==> src/rtl/key_debounce_multi.sv <==
// +----------------------------------------------------------------------------+
// | key_debounce_multi: N-channel active-low key synchroniser and debouncer     |
// | with press/release/long-press/auto-repeat pulses.    Revision: 1.0         |
// +----------------------------------------------------------------------------+
`default_nettype none

module key_debounce_multi #(
   parameter int N_KEYS       = 2,
   parameter int DEBOUNCE_CYC = 1485000,
   parameter int HOLD_CYC     = 25000000,
   parameter int REPEAT_CYC   = 5000000,
   parameter int REPEAT_EN    = 1
) (
   input  logic              clk,
   input  logic              rst_n,
   input  logic [N_KEYS-1:0] keyin,
   output logic [N_KEYS-1:0] key_level,
   output logic [N_KEYS-1:0] key_press,
   output logic [N_KEYS-1:0] key_release,
   output logic [N_KEYS-1:0] key_long,
   output logic [N_KEYS-1:0] key_rpt
);

   localparam int DW = $clog2(DEBOUNCE_CYC);
   localparam int HW = $clog2(HOLD_CYC + 1);
   localparam int RW = $clog2(REPEAT_CYC + 1);

   localparam logic [DW-1:0] c_db_last   = DW'(DEBOUNCE_CYC - 1);
   localparam logic [HW-1:0] c_hold_last = HW'(HOLD_CYC - 1);
   localparam logic [HW-1:0] c_hold_sat  = HW'(HOLD_CYC);
   localparam logic [RW-1:0] c_rpt_last  = RW'(REPEAT_CYC - 1);

   typedef enum logic [1:0] {
      ST_IDLE   = 2'd0,
      ST_HELD   = 2'd1,
      ST_REPEAT = 2'd2
   } state_t;

   logic [N_KEYS-1:0] sync1_q, sync1_d;
   logic [N_KEYS-1:0] sync2_q, sync2_d;

   always_comb begin
      sync1_d = keyin;
      sync2_d = sync1_q;
   end

   // Preset to released so a reset never looks like a key edge.
   always_ff @(posedge clk or negedge rst_n) begin
      if (!rst_n) begin
         sync1_q <= '1;
         sync2_q <= '1;
      end else begin
         sync1_q <= sync1_d;
         sync2_q <= sync2_d;
      end
   end

   for (genvar i = 0; i < N_KEYS; i++) begin : g_ch
      logic [DW-1:0] dbc_q, dbc_d;
      logic [HW-1:0] hc_q, hc_d;
      logic [RW-1:0] rc_q, rc_d;
      state_t        state_q, state_d;
      logic          level_q, level_d;
      logic          press_q, press_d;
      logic          release_q, release_d;
      logic          long_q, long_d;
      logic          rpt_q, rpt_d;
      logic          key_s;
      logic          accept;

      always_comb begin
         key_s     = ~sync2_q[i];
         dbc_d     = '0;
         level_d   = level_q;
         accept    = 1'b0;
         if (key_s != level_q) begin
            if (dbc_q == c_db_last) begin
               level_d = key_s;
               accept  = 1'b1;
            end else begin
               dbc_d = dbc_q + 1'b1;
            end
         end
         press_d   = accept & key_s;
         release_d = accept & ~key_s;
      end

      // A release accepted this cycle overrides any long/repeat pulse due now.
      always_comb begin
         state_d = state_q;
         hc_d    = hc_q;
         rc_d    = rc_q;
         long_d  = 1'b0;
         rpt_d   = 1'b0;
         if (release_d) begin
            state_d = ST_IDLE;
            hc_d    = '0;
            rc_d    = '0;
         end else begin
            case (state_q)
               ST_IDLE: begin
                  if (press_d) begin
                     state_d = ST_HELD;
                     hc_d    = '0;
                  end
               end
               ST_HELD: begin
                  if (hc_q == c_hold_last) begin
                     long_d = 1'b1;
                     if (REPEAT_EN != 0) begin
                        state_d = ST_REPEAT;
                        rc_d    = '0;
                     end else begin
                        hc_d = c_hold_sat;
                     end
                  end else if (hc_q != c_hold_sat) begin
                     hc_d = hc_q + 1'b1;
                  end
               end
               ST_REPEAT: begin
                  if (rc_q == c_rpt_last) begin
                     rpt_d = 1'b1;
                     rc_d  = '0;
                  end else begin
                     rc_d = rc_q + 1'b1;
                  end
               end
               default: state_d = ST_IDLE;
            endcase
         end
      end

      always_ff @(posedge clk or negedge rst_n) begin
         if (!rst_n) begin
            dbc_q     <= '0;
            hc_q      <= '0;
            rc_q      <= '0;
            state_q   <= ST_IDLE;
            level_q   <= 1'b0;
            press_q   <= 1'b0;
            release_q <= 1'b0;
            long_q    <= 1'b0;
            rpt_q     <= 1'b0;
         end else begin
            dbc_q     <= dbc_d;
            hc_q      <= hc_d;
            rc_q      <= rc_d;
            state_q   <= state_d;
            level_q   <= level_d;
            press_q   <= press_d;
            release_q <= release_d;
            long_q    <= long_d;
            rpt_q     <= rpt_d;
         end
      end

      assign key_level[i]   = level_q;
      assign key_press[i]   = press_q;
      assign key_release[i] = release_q;
      assign key_long[i]    = long_q;
      assign key_rpt[i]     = rpt_q;
   end

endmodule

`default_nettype wire
==> config.mk <==
export PLATFORM = sky130hd
export DESIGN_NAME = key_debounce_multi
export DESIGN_NICKNAME = d
export VERILOG_FILES = /design/src/rtl/key_debounce_multi.sv
export SDC_FILE = /design/constraint.sdc
export NUM_CORES = 1
export LEC_CHECK = 0
export CAP_MARGIN = 40
export CORE_MARGIN = 2
export CORE_UTILIZATION = 43
export CTS_BUF_LIST = sky130_fd_sc_hd__clkbuf_16
export CTS_CLUSTER_SIZE = 28
export DETAILED_ROUTE_END_ITERATION = 7
export GPL_TIMING_DRIVEN = 0
export SYNTH_ARGS = -nofsm -noshare
export SYNTH_HDL_FRONTEND = slang
export SYNTH_SLANG_ARGS = --single-unit
==> constraint.sdc <==
create_clock -name clk -period 3.23 [get_ports clk]
set_input_delay 0.4845 -clock clk [delete_from_list [all_inputs] [get_ports clk]]
set_output_delay 0.4845 -clock clk [all_outputs]
set_load 0.02 [all_outputs]
==> reports/metrics.yaml <==
htree_levels: 4
gr-total-overflow: 0
synth_area_leaders: "dfrtp_1 46%, nand2_1 4.9%, nor2_1 4.6%, a31oi_1 4.1%, o21ai_0 3.5%"
dpl.hpwl_um: 12600
placed_area_mm2: 0.00884
setup_ws_ns: 0.235
p_leak_nw: 3.80
clk_latency_ns: 0.43
tritoncts: "built"
ys_types: 65
numPortBuffers: 13
core_mm2: 0.0189
critPathMaxFanout: 10
p_seq_share_pct: 46.6
min_period_ns: 3.00
cp.required_ns: 3.51
maxSlewViolCount: 0
ys.flop_type: "dfrtp_1"
syn-num-nets: 951
cts.path.max_buffers: 2
cts_root_buffer: "clkbuf_16"
ys_seq_area_share_pct: 46.9
initialDrtViolationCount: 347
power_density_mw_per_mm2: 445
startpoint_type: "register"
drt_wl_total_um: 18700
cts_num_sinks: 156
rows: 50
rrSetupSlack_ns: 0.23
antenna_found_initial: 0
gp_congestion: 0.814
ir_drop_mv: 0.364
critPathTopFamily: "simple AND/OR/NAND/NOR gates"
hold_viol_final: 0
die_w_um: 143
mostFrequentLayoutCell: "dfrtp_1"
viasPerCell: 5.57
min_period_over_period_pct: 92.7
yosysTopAreaCell: "dfrtp_1"
path_cells: "ha_1 > nand3_1 > or3_1 > nor3_1 > a21oi_1 > o21ai_1 > clkbuf_2 > a31oi_1"
maxCapViolations: 0
setup_viol: 0
pre_cts_ws_ns: 0.0822
cts_setup_buffers: 0
drc: 0
synthCells: 939
grt_pass1_vias: 6748
tightest_slew_ns: 0.767
grt_max_degree: 118
hold_path_class: "reg2reg"
yosysWarnings: 0
max_freq_ghz: 0.334
num_vias: 6956
async_reset_ff_share_pct: 100
cts_made_buffers: 17
synth_seq_cells: 156
postRouteAntennaNets: 0
p_sw_share_pct: 20.8
clkTransAtPathRegs_ns: 0.06
avgSynthCellArea_um2: 8.88
max_stage_delay_ns: 0.53
end_kind: "register"
start_util_pct: 44.1
design_area_mm2: 0.00951
pwr-share-comb_pct: 1.7
outcome: "finished, final reports clean"
synth-edff-count: 0
grt_usage_pct: 19.6
most-common-layout-cells: "152 x dfrtp_1, 108 x nand2_1, 102 x nor2_1"
crit_path_top_delay_cell: "nor3_1"
drtPass1Iterations: 5
arrival_ns: 3.28
nets: 988
grt_pass1_wl_um: 32700
synth_area_mm2: 0.00834
intPower_w: 0.00335
power_switching_w: 0.000878
critPathKind: "reg2reg"
io_pins: 14
num_antenna_cells: 0
dieArea_mm2: 0.0205
synth_top_area_share_pct: 45.6
skew_ns: 0.0121
power_w: 0.00423
cp.buffers_inverters: 1
die_h_um: 143
relSlewSlack_pct: 48.7
drive_gt1_share_pct: 7.58
p_clk_share_pct: 51.7
rsz0062_at_grt: "false"
fillers: 1803
syn_to_final_growth_pct: 14.1
wl_per_cell_um: 15.0
final cells by class:
cell class	instances	area, um2	share of cell area (%)
buffer	45	226	2.38
inverter	17	63.8	0.671
tap	260	325	3.42
clock buffer	17	425	4.47
timing repair buffer	18	190	2.00
clock inverter	15	220	2.31
multi-input combinational	721	4150	43.7
sequential	156	3910	41.1
path summary, 6_finish.rpt:
| kind | cells past startpoint | startpoint | to |
|---|---|---|---|
| max | 8 | g_ch[0].hc_q[1] | g_ch[0].rc_q[15] |
| min | 0 | sync1_q[1] | sync2_q[1] |
| max reg2reg | 8 | g_ch[0].hc_q[1] | g_ch[0].rc_q[15] |
| min reg2reg | 0 | sync1_q[1] | sync2_q[1] |
| max in group asynchronous | 3 | rst_n | g_ch[0].dbc_q[10] |
| min in group asynchronous | 2 | rst_n | g_ch[0].hc_q[13] |
kinds of logic after synthesis:
group,count (synthesis),share of synthesized area [%]
compound gates,225,16.8
mux,5,0.630
fa+ha+maj,8,1.20
buf+inv,62,3.47
xor+xnor,38,3.99
flops,156,46.9
simple gates,445,27.1
state kept, by name (all words and copies together), names as in the netlist:
| register | flops |
|---|---|
| g_ch.dbc_q | 42 |
| g_ch.hc_q | 50 |
| g_ch.level_q | 2 |
| g_ch.long_q | 2 |
| g_ch.press_q | 2 |
| g_ch.rc_q | 46 |
| g_ch.release_q | 2 |
| g_ch.rpt_q | 2 |
| g_ch.state_q | 4 |
| sync1_q | 2 |
| sync2_q | 2 |
cells in the mapped netlist (3+ instances only):
| cell | count |
|---|---|
| nand3_1 | 54 |
| a21oi_1 | 52 |
| xnor2_1 | 18 |
| mux2i_1 | 3 |
| inv_1 | 17 |
| clkbuf_1 | 30 |
| nor2b_1 | 5 |
| a21o_1 | 7 |
| or3_1 | 30 |
| a31oi_1 | 54 |
| nand4_1 | 29 |
| nand4b_1 | 4 |
| nand2_1 | 108 |
| or4_1 | 7 |
| and4_1 | 4 |
| o21ai_0 | 58 |
| and3_1 | 24 |
| o31ai_1 | 6 |
| a22o_1 | 5 |
| xor2_1 | 20 |
| a211oi_1 | 4 |
| or2_2 | 5 |
| nor4_1 | 15 |
| buf_2 | 3 |
| o22a_1 | 10 |
| ha_1 | 8 |
| dfrtp_1 | 152 |
| a41oi_1 | 7 |
| nor2_1 | 102 |
| o211ai_1 | 3 |
| nor3_1 | 20 |
| buf_4 | 10 |
| dfstp_2 | 4 |
| and2_1 | 14 |
| nor4b_1 | 5 |
power by group through the flow:
| stage | sequential (W) | clock (W) | combinational (W) |
|---|---|---|---|
| 6_report | 0.00197 | 0.00219 | 0.0000716 |
| 5_1_grt | 0.00197 | 0.00233 | 0.0000874 |
| 4_1_cts | 0.00197 | 0.00224 | 0.0000766 |
| 3_5_place_dp | 0.00201 | 0 | 0.0000751 |
| 3_3_place_gp | 0.00201 | 0 | 0.0000704 |
| 2_1_floorplan | 0.00201 | 0 | 0.0000207 |
per-stage QoR:
step	hold WS, ns	util [%]	setup TNS, ns	instances
floorplan	0.189	-	0	939
global placement	0.346	46.5	-753.64	1212
detailed placement	0.347	46.8	0	1216
CTS	0.356	50.3	0	1249
global route	0.360	50.4	0	1249
finish	0.355	50.4	0	1249
what timing repair did:
| item | 4_1_cts | 5_1_grt |
|---|---|---|
| hold buffers | 1 | 0 |
| endpoints found under the hold margin | 39 | 0 |
| setup endpoints to repair | 0 | 26 |
| resized for setup | 0 | 5 |
per-layer routing:
| layer | up-vias | part of all wire [%] | GRT usage [%] |
|---|---|---|---|
| met5 | - | 0 | 0 |
| met4 | 0 | 0.73 | 3.97 |
| met3 | 8 | 3.1 | 4.36 |
| met2 | 96 | 47 | 32.4 |
| met1 | 3333 | 49 | 26.7 |
| li1 | 3519 | - | - |
Note: power is estimated with default switching activity, not from simulation.
